`src/rtl/wb_arbiter_pkg.sv`:
```
// Shared widths, LLU FIFO entry type and helpers for the write-back arbiter.
package wb_arbiter_pkg;

  localparam int unsigned RF_ADDR_WIDTH     = 5;
  localparam int unsigned DATA_WIDTH        = 32;
  localparam int unsigned RF_NUMBER         = 32;
  localparam int unsigned LLU_DEPTH_DEFAULT = 2;

  typedef logic [RF_ADDR_WIDTH-1:0] rf_addr_t;
  typedef logic [DATA_WIDTH-1:0]    rf_data_t;

  typedef struct packed {
    rf_addr_t rd;
    rf_data_t data;
  } llu_entry_t;

  // x0 is hard-wired zero, so a write to it is never architecturally visible.
  function automatic logic rd_writes(input rf_addr_t rd);
    return rd != '0;
  endfunction

endpackage

```
`src/rtl/wb_arbiter_if.sv`:
```
// Pipeline <-> write-back arbiter <-> register file signal bundle.
// Forwarding outputs exist only when WB_FORWARD_EN is defined.
interface wb_arbiter_if;
  import wb_arbiter_pkg::*;

  logic     ret_valid;
  rf_addr_t ret_rd;
  rf_data_t ret_data;
  logic     ret_kill;

  logic     llu_issue;
  rf_addr_t llu_issue_rd;
  logic     llu_valid;
  logic     llu_ready;
  rf_addr_t llu_rd;
  rf_data_t llu_data;

  rf_addr_t chk_rs1, chk_rs2, chk_rs3;
  logic     chk_busy1, chk_busy2, chk_busy3;

  logic     wEN1;
  rf_addr_t wAddr1;
  rf_data_t wData1;
  logic     wEN2;
  rf_addr_t wAddr2;
  rf_data_t wData2;

`ifdef WB_FORWARD_EN
  logic     fwd_hit1, fwd_hit2, fwd_hit3;
  rf_data_t fwd_data1, fwd_data2, fwd_data3;

  modport master (
    output ret_valid, ret_rd, ret_data, ret_kill,
    output llu_issue, llu_issue_rd, llu_valid, llu_rd, llu_data,
    output chk_rs1, chk_rs2, chk_rs3,
    input  llu_ready, chk_busy1, chk_busy2, chk_busy3,
    input  wEN1, wAddr1, wData1, wEN2, wAddr2, wData2,
    input  fwd_hit1, fwd_hit2, fwd_hit3, fwd_data1, fwd_data2, fwd_data3
  );

  modport slave (
    input  ret_valid, ret_rd, ret_data, ret_kill,
    input  llu_issue, llu_issue_rd, llu_valid, llu_rd, llu_data,
    input  chk_rs1, chk_rs2, chk_rs3,
    output llu_ready, chk_busy1, chk_busy2, chk_busy3,
    output wEN1, wAddr1, wData1, wEN2, wAddr2, wData2,
    output fwd_hit1, fwd_hit2, fwd_hit3, fwd_data1, fwd_data2, fwd_data3
  );
`else
  modport master (
    output ret_valid, ret_rd, ret_data, ret_kill,
    output llu_issue, llu_issue_rd, llu_valid, llu_rd, llu_data,
    output chk_rs1, chk_rs2, chk_rs3,
    input  llu_ready, chk_busy1, chk_busy2, chk_busy3,
    input  wEN1, wAddr1, wData1, wEN2, wAddr2, wData2
  );

  modport slave (
    input  ret_valid, ret_rd, ret_data, ret_kill,
    input  llu_issue, llu_issue_rd, llu_valid, llu_rd, llu_data,
    input  chk_rs1, chk_rs2, chk_rs3,
    output llu_ready, chk_busy1, chk_busy2, chk_busy3,
    output wEN1, wAddr1, wData1, wEN2, wAddr2, wData2
  );
`endif

endinterface

```
`src/rtl/wb_llu_fifo.sv`:
```
// Synchronous FIFO of {rd, data} LLU results; head is read combinationally from storage.
module wb_llu_fifo
  import wb_arbiter_pkg::*;
#(
  parameter int unsigned DEPTH = LLU_DEPTH_DEFAULT
) (
  input  logic       clk,
  input  logic       rst_n,
  input  logic       push_i,
  input  llu_entry_t push_entry_i,
  input  logic       pop_i,
  output llu_entry_t head_o,
  output logic       full_o,
  output logic       empty_o
);

  localparam int unsigned PW = $clog2(DEPTH);
  localparam int unsigned CW = PW + 1;

  llu_entry_t    mem_q [DEPTH];
  logic [PW-1:0] wr_ptr_q, wr_ptr_d;
  logic [PW-1:0] rd_ptr_q, rd_ptr_d;
  logic [CW-1:0] count_q, count_d;
  logic          do_push, do_pop;

  assign full_o  = (count_q == CW'(DEPTH));
  assign empty_o = (count_q == '0);
  assign do_push = push_i & ~full_o;
  assign do_pop  = pop_i & ~empty_o;
  assign head_o  = mem_q[rd_ptr_q];

  // DEPTH is a power of two, so pointers wrap by natural overflow.
  always_comb begin
    wr_ptr_d = wr_ptr_q;
    rd_ptr_d = rd_ptr_q;
    count_d  = count_q;
    if (do_push) wr_ptr_d = wr_ptr_q + PW'(1);
    if (do_pop)  rd_ptr_d = rd_ptr_q + PW'(1);
    case ({do_push, do_pop})
      2'b10:   count_d = count_q + CW'(1);
      2'b01:   count_d = count_q - CW'(1);
      default: count_d = count_q;
    endcase
  end

  always_ff @(posedge clk or negedge rst_n) begin
    if (!rst_n) begin
      mem_q    <= '{default: '0};
      wr_ptr_q <= '0;
      rd_ptr_q <= '0;
      count_q  <= '0;
    end else begin
      if (do_push) mem_q[wr_ptr_q] <= push_entry_i;
      wr_ptr_q <= wr_ptr_d;
      rd_ptr_q <= rd_ptr_d;
      count_q  <= count_d;
    end
  end

endmodule

```
`src/rtl/wb_arbiter.sv`:
```
// Write-back arbiter: registered retire on RF port 1, buffered LLU results on port 2,
// per-register busy scoreboard. WB_FORWARD_EN adds per-source forwarding outputs.
module wb_arbiter
  import wb_arbiter_pkg::*;
#(
  parameter int unsigned LLU_DEPTH = LLU_DEPTH_DEFAULT
) (
  input logic         clk,
  input logic         rst_n,
  wb_arbiter_if.slave bus
);

  logic                 wen1_q, wen1_d;
  rf_addr_t             waddr1_q, waddr1_d;
  rf_data_t             wdata1_q, wdata1_d;
  logic [RF_NUMBER-1:0] busy_q, busy_d;

  llu_entry_t push_entry, head;
  logic       fifo_full, fifo_empty;
  logic       push, wen2, conflict;

  always_comb begin
    wen1_d   = bus.ret_valid & ~bus.ret_kill & rd_writes(bus.ret_rd);
    waddr1_d = waddr1_q;
    wdata1_d = wdata1_q;
    if (bus.ret_valid) begin
      waddr1_d = bus.ret_rd;
      wdata1_d = bus.ret_data;
    end
  end

  always_ff @(posedge clk or negedge rst_n) begin
    if (!rst_n) begin
      wen1_q   <= 1'b0;
      waddr1_q <= '0;
      wdata1_q <= '0;
      busy_q   <= '0;
    end else begin
      wen1_q   <= wen1_d;
      waddr1_q <= waddr1_d;
      wdata1_q <= wdata1_d;
      busy_q   <= busy_d;
    end
  end

  assign push_entry.rd   = bus.llu_rd;
  assign push_entry.data = bus.llu_data;
  assign push            = bus.llu_valid & ~fifo_full & rd_writes(bus.llu_rd);

  wb_llu_fifo #(
    .DEPTH(LLU_DEPTH)
  ) u_llu_fifo (
    .clk         (clk),
    .rst_n       (rst_n),
    .push_i      (push),
    .push_entry_i(push_entry),
    .pop_i       (wen2),
    .head_o      (head),
    .full_o      (fifo_full),
    .empty_o     (fifo_empty)
  );

  // Hold the head while port 1 writes the same rd so the later-completing LLU value lands last.
  assign conflict = wen1_q & (waddr1_q == head.rd);
  assign wen2     = ~fifo_empty & ~conflict;

  always_comb begin
    busy_d = busy_q;
    if (wen2) busy_d[head.rd] = 1'b0;
    if (bus.llu_issue && rd_writes(bus.llu_issue_rd)) busy_d[bus.llu_issue_rd] = 1'b1;
    busy_d[0] = 1'b0;
  end

  assign bus.llu_ready = ~fifo_full;
  assign bus.wEN1      = wen1_q;
  assign bus.wAddr1    = waddr1_q;
  assign bus.wData1    = wdata1_q;
  assign bus.wEN2      = wen2;
  assign bus.wAddr2    = head.rd;
  assign bus.wData2    = head.data;

  rf_addr_t   chk_rs [3];
  logic [2:0] chk_busy;

  assign chk_rs[0] = bus.chk_rs1;
  assign chk_rs[1] = bus.chk_rs2;
  assign chk_rs[2] = bus.chk_rs3;

`ifdef WB_FORWARD_EN
  logic [2:0] fwd_hit;
  rf_data_t   fwd_data [3];
`endif

  for (genvar g = 0; g < 3; g++) begin : g_chk
`ifdef WB_FORWARD_EN
    logic hit_p1, hit_p2;
    assign hit_p1       = wen1_q & (waddr1_q == chk_rs[g]) & rd_writes(chk_rs[g]);
    assign hit_p2       = wen2 & (head.rd == chk_rs[g]) & rd_writes(chk_rs[g]);
    assign fwd_hit[g]   = hit_p1 | hit_p2;
    assign fwd_data[g]  = hit_p1 ? wdata1_q : (hit_p2 ? head.data : '0);
    // A port-2 hit supplies the very value the scoreboard is waiting on.
    assign chk_busy[g]  = busy_q[chk_rs[g]] & ~(hit_p2 & ~hit_p1);
`else
    assign chk_busy[g]  = busy_q[chk_rs[g]];
`endif
  end

  assign bus.chk_busy1 = chk_busy[0];
  assign bus.chk_busy2 = chk_busy[1];
  assign bus.chk_busy3 = chk_busy[2];

`ifdef WB_FORWARD_EN
  assign bus.fwd_hit1  = fwd_hit[0];
  assign bus.fwd_hit2  = fwd_hit[1];
  assign bus.fwd_hit3  = fwd_hit[2];
  assign bus.fwd_data1 = fwd_data[0];
  assign bus.fwd_data2 = fwd_data[1];
  assign bus.fwd_data3 = fwd_data[2];
`endif

endmodule

```
`src/flat_wrapper.sv`:
```
// flat-port wrapper written by rule: the top's interface ports become plain ports
module wb_arbiter_flat import wb_arbiter_pkg::*;
#(
  parameter int unsigned LLU_DEPTH = LLU_DEPTH_DEFAULT
)
  (clk, rst_n, bus_ret_valid, bus_ret_rd, bus_ret_data, bus_ret_kill, bus_llu_issue, bus_llu_issue_rd, bus_llu_valid, bus_llu_rd, bus_llu_data, bus_chk_rs1, bus_chk_rs2, bus_chk_rs3, bus_llu_ready, bus_chk_busy1, bus_chk_busy2, bus_chk_busy3, bus_wEN1, bus_wAddr1, bus_wData1, bus_wEN2, bus_wAddr2, bus_wData2);
  wb_arbiter_if bus_i ();
  input logic clk;
  input logic rst_n;
  input wire logic [$bits(bus_i.ret_valid)-1:0] bus_ret_valid;
  input wire logic [$bits(bus_i.ret_rd)-1:0] bus_ret_rd;
  input wire logic [$bits(bus_i.ret_data)-1:0] bus_ret_data;
  input wire logic [$bits(bus_i.ret_kill)-1:0] bus_ret_kill;
  input wire logic [$bits(bus_i.llu_issue)-1:0] bus_llu_issue;
  input wire logic [$bits(bus_i.llu_issue_rd)-1:0] bus_llu_issue_rd;
  input wire logic [$bits(bus_i.llu_valid)-1:0] bus_llu_valid;
  input wire logic [$bits(bus_i.llu_rd)-1:0] bus_llu_rd;
  input wire logic [$bits(bus_i.llu_data)-1:0] bus_llu_data;
  input wire logic [$bits(bus_i.chk_rs1)-1:0] bus_chk_rs1;
  input wire logic [$bits(bus_i.chk_rs2)-1:0] bus_chk_rs2;
  input wire logic [$bits(bus_i.chk_rs3)-1:0] bus_chk_rs3;
  output wire logic [$bits(bus_i.llu_ready)-1:0] bus_llu_ready;
  output wire logic [$bits(bus_i.chk_busy1)-1:0] bus_chk_busy1;
  output wire logic [$bits(bus_i.chk_busy2)-1:0] bus_chk_busy2;
  output wire logic [$bits(bus_i.chk_busy3)-1:0] bus_chk_busy3;
  output wire logic [$bits(bus_i.wEN1)-1:0] bus_wEN1;
  output wire logic [$bits(bus_i.wAddr1)-1:0] bus_wAddr1;
  output wire logic [$bits(bus_i.wData1)-1:0] bus_wData1;
  output wire logic [$bits(bus_i.wEN2)-1:0] bus_wEN2;
  output wire logic [$bits(bus_i.wAddr2)-1:0] bus_wAddr2;
  output wire logic [$bits(bus_i.wData2)-1:0] bus_wData2;
  assign bus_i.ret_valid = bus_ret_valid;
  assign bus_i.ret_rd = bus_ret_rd;
  assign bus_i.ret_data = bus_ret_data;
  assign bus_i.ret_kill = bus_ret_kill;
  assign bus_i.llu_issue = bus_llu_issue;
  assign bus_i.llu_issue_rd = bus_llu_issue_rd;
  assign bus_i.llu_valid = bus_llu_valid;
  assign bus_i.llu_rd = bus_llu_rd;
  assign bus_i.llu_data = bus_llu_data;
  assign bus_i.chk_rs1 = bus_chk_rs1;
  assign bus_i.chk_rs2 = bus_chk_rs2;
  assign bus_i.chk_rs3 = bus_chk_rs3;
  assign bus_llu_ready = bus_i.llu_ready;
  assign bus_chk_busy1 = bus_i.chk_busy1;
  assign bus_chk_busy2 = bus_i.chk_busy2;
  assign bus_chk_busy3 = bus_i.chk_busy3;
  assign bus_wEN1 = bus_i.wEN1;
  assign bus_wAddr1 = bus_i.wAddr1;
  assign bus_wData1 = bus_i.wData1;
  assign bus_wEN2 = bus_i.wEN2;
  assign bus_wAddr2 = bus_i.wAddr2;
  assign bus_wData2 = bus_i.wData2;
  wb_arbiter #(.LLU_DEPTH(LLU_DEPTH)) u_core (.clk(clk), .rst_n(rst_n), .bus(bus_i));
endmodule
```
`config.mk`:
```
export PLATFORM = sky130hd
export DESIGN_NAME = wb_arbiter_flat
export DESIGN_NICKNAME = d
export VERILOG_FILES = /design/src/rtl/wb_arbiter_pkg.sv /design/src/rtl/wb_arbiter_if.sv /design/src/rtl/wb_llu_fifo.sv /design/src/rtl/wb_arbiter.sv /design/src/flat_wrapper.sv
export SDC_FILE = /design/constraint.sdc
export NUM_CORES = 1
export LEC_CHECK = 0
export CAP_MARGIN = 10
export CORE_ASPECT_RATIO = 1.2
export CORE_MARGIN = 2
export CORE_UTILIZATION = 45
export CTS_CLUSTER_SIZE = 14
export DETAILED_ROUTE_END_ITERATION = 8
export GPL_TIMING_DRIVEN = 0
export PLACE_DENSITY = 0.88
export SYNTH_ARGS = -nofsm -noshare
export SYNTH_HDL_FRONTEND = slang
export SYNTH_SLANG_ARGS = --single-unit
```
`constraint.sdc`:
```
create_clock -name clk -period 2.3 [get_ports clk]
set_input_delay 0.345 -clock clk [delete_from_list [all_inputs] [get_ports clk]]
set_output_delay 0.345 -clock clk [all_outputs]
set_load 0.1 [all_outputs]
```
==> out/qor.csv <==
stage,metric,value,unit
cells_and_area,"Design Area, Final",10300,um^2
setup_path,cells along the critical path,mux4_2 > mux4_2 > mux2_4 > buf_12,
yosys,"top cells by area, synth","dfrtp_1 50%, mux2_2 17%, mux4_2 8.2%",
clocking,CTS max path bufs,2,
floorplan,Die Area,17500,um^2
floorplan,io pins,180,
route,wire per inst,18.5,um
route,vias,5433,
sta,RSZ-0062 raised after global routing,true,
placed_design,post-DP HPWL,13.2,mm
sta,Final Skew,0.0110,ns
clocking,CTS H-tree lvls,4,
clocking,CTS buffer count,17,
sta,Fmax achieved,0.383,GHz
setup_path,R2R Path End,u_core.u_llu_fifo.count_q[1],
yosys,Mapped Cells,564,
setup_path,Crit-path slowest cell,mux4_2,
sta,crit share post-route,113,%
sta,Worst-Margin Slew,0.997,ns
cells_and_area,share of cells above drive strength 1,36.4,%
flow_run,max-cap violations,0,
route,DR top layer,met4,
cells_and_area,Layout area overhead,39.6,%
placed_design,GP Congestion,0.875,
setup_path,Worst setup SP type,register,
route,antenna-violating nets left,0,
yosys,Synth async-reset ratio,100,%
route,Pre-antenna DRT Iters,7,
yosys,synth warn,0,
sta,Final min period,2.61,ns
setup_path,reg2reg setup slack,0,ns
setup_path,CP Capture Point,bus_chk_busy2,
floorplan,Rows,51,
yosys,leading area contributor after synthesis,dfrtp_1,
yosys,"EDFF count, synth",0,
route,DR WL met3,1.22,mm
sta,Rel. slew slack,33.3,%
floorplan,chip width,121,um
yosys,Yosys cell types,44,
run_status,status,finished with violations,
setup_path,CP max FO,4,
global_route,initial antenna violation count,0,
route,DRT iter0 DRCs,244,
sta,Hold WS,0.485,ns
floorplan,chip height,144,um
setup_path,R2R depth,12,
route,routed length on met1,6.90,mm
clocking,clock slew at reported path FFs,0.06,ns
yosys,Main synth FF type,dfrtp_1,
setup_path,Worst Setup SP,u_core.busy_q[31],
setup_path,WP data required,1.96,ns
clocking,Skew-Pair Late Insertion Delay,0.41,ns
global_route,grt ovf,0,
setup_path,"Data arrival, critical path",2.26,ns
setup_path,worst reg2reg startpoint,u_core.u_llu_fifo.rd_ptr_q,
route,met2 wirelength from detailed routing,9.75,mm
sta,worst setup margin,-0.309,ns
setup_path,CP max stage delay,0.50,ns
setup_path,WS Path Type,reg2out,
route,drt via density,5.51,
clocking,clock sinks,147,
cells_and_area,nets,863,
yosys,Syn Nets,665,
route,DRC Markers,0,
setup_path,Crit. End Element,output pin,
placed_design,placed cell area,9450,um^2
setup_path,CP most frequent cell,mux4_2,
placed_design,PortBufs,171,
floorplan,core area,16100,um^2
sta,Fin. Hold Viols,0,
floorplan,starting density of the core,45.7,%
cells_and_area,Antenna Cells,0,
yosys,"Seq/Total Area, Yosys",49.8,%
clocking,Root Driver,clkbuf_16,
min_path,min-delay src,bus_ret_kill,
sta,Final setup viols,4,
yosys,Synth Cell Area,7390,um^2
route,Total Wirelength,18.2,mm
sta,"Slew Viols, Final",0,
global_route,largest net degree at the start of global routing,81,
yosys,synthesized area per cell,13.1,um^2
global_route,vias in the first global route,5856,
run_status,violated checks,negative setup slack,
global_route,gr usage total,21.6,%
yosys,share of Yosys cell area claimed by the top area cell type,49.8,%
min_path,Worst Hold Class,in2reg,
global_route,global-route wire length before repair,29.3,mm
clocking,TritonCTS clock tree,built,
yosys,"FF+latch count, synth",147,
==> placed cells by master (no fill, tap or decap), types with 3 or more instances in the layout <==
cell / instances
o21ai_0: 3
mux2_2: 107
mux4_2: 27
o22ai_1: 12
nor3_2: 4
buf_8: 4
clkbuf_16: 17
buf_4: 11
nor3b_1: 5
mux2_1: 16
inv_1: 23
dlygate4sd2_1: 5
mux2i_4: 3
or3_1: 5
clkbuf_1: 10
buf_2: 5
dfrtp_1: 147
inv_6: 3
clkdlybuf4s50_1: 117
mux2_4: 23
nand2_1: 43
dlymetal6s2s_1: 6
clkinv_2: 4
o21ai_1: 7
mux2i_1: 4
clkinvlp_4: 4
buf_12: 11
nor2_1: 4
xnor2_1: 4
or3b_2: 3
nand3b_1: 5
nand3_1: 3
a21oi_1: 55
buf_6: 32
==> cells in the mapped netlist, types with 5 or more instances <==
library cell / number
mux2i_1: 7
dfrtp_1: 147
nor3b_1: 5
buf_2: 5
mux2_1: 16
xnor2_1: 6
mux2_2: 111
o22ai_1: 12
nor2_1: 5
nand2_1: 43
clkbuf_1: 10
mux2_4: 19
mux4_2: 27
or3_1: 5
o21ai_1: 7
inv_1: 24
nand3b_1: 5
a21oi_1: 57
==> layout make-up <==
type | instances | area (um^2)
buffer | 29 | 292
clock buffer | 19 | 443
clock inverter | 12 | 130
fill | 1196 | 5840
inverter | 27 | 111
multi-input combinational | 361 | 3520
sequential | 147 | 3680
tap | 212 | 265
timing repair buffer | 179 | 1870
==> flip-flops by register name, summed over array words and instances (netlist names) <==
name	flops
u_core.u_llu_fifo.count_q	2
u_core.bus.wData1	32
u_core.u_llu_fifo.rd_ptr_q	1
u_core.bus.wAddr1	5
u_core.busy_q	31
u_core.u_llu_fifo.mem_q	74
u_core.bus.wEN1	1
u_core.u_llu_fifo.wr_ptr_q	1
==> how the worst min path moves through the flow <==
stage,slack [ns],depth (start not counted),end
detailed placement,0.44,1,u_core.u_llu_fifo.mem_q[19]
floorplan,0.05,0,u_core.bus.wAddr1[0]
CTS,0.47,2,u_core.bus.wEN1
global route,0.47,2,u_core.bus.wEN1
finish,0.48,2,u_core.bus.wEN1
global placement,0.47,1,u_core.u_llu_fifo.mem_q[26]
==> routing by layer <==
layer  track usage (%)  up-vias
met3              6.51       39
li1                  -     2443
met2              38.6      195
met5                 0        -
met4              7.96        0
met1              24.3     2756
==> kinds of logic (layout without fill, tap and decap cells) <==
family          after synthesis  count (layout)  share of synthesized area, %
mux                         181             181                          32.6
xor+xnor                      8               8                         0.949
buf+inv                      56             266                          4.10
fa+ha+maj                     1               1                         0.169
compound gates               86              86                          6.39
simple gates                 85              85                          6.00
flops                       147             147                          49.8
==> timing repair <==
item,in CTS,in global routing
hold buffers,1,0
buffers inserted,4,2
hold endpoints to repair,9,0
resized for setup,276,56
setup endpoints to repair,48,50
==> through the flow <==
stage	setup TNS (ns)	worst slack [ns]	util, %	std cells
after floorplan	-1.38	-0.397	-	564
after global placement	-771.51	-5.02	58.3	947
after detailed placement	-36.11	-0.966	58.5	948
after CTS	-1.47	-0.319	62.8	984
after global routing	-1.43	-0.348	63.9	986
final	-1.10	-0.309	63.9	986
==> critical path: cells and delay by family (launching register included) <==
family,cells,cell delay (ns)
buffers and inverters,1,0.17
muxes,3,1.28
DFF,1,0.41
Power is left out: the tool's default activity adds up to more than one toggle a clock period on the data nets, which glitch-free logic cannot reach.
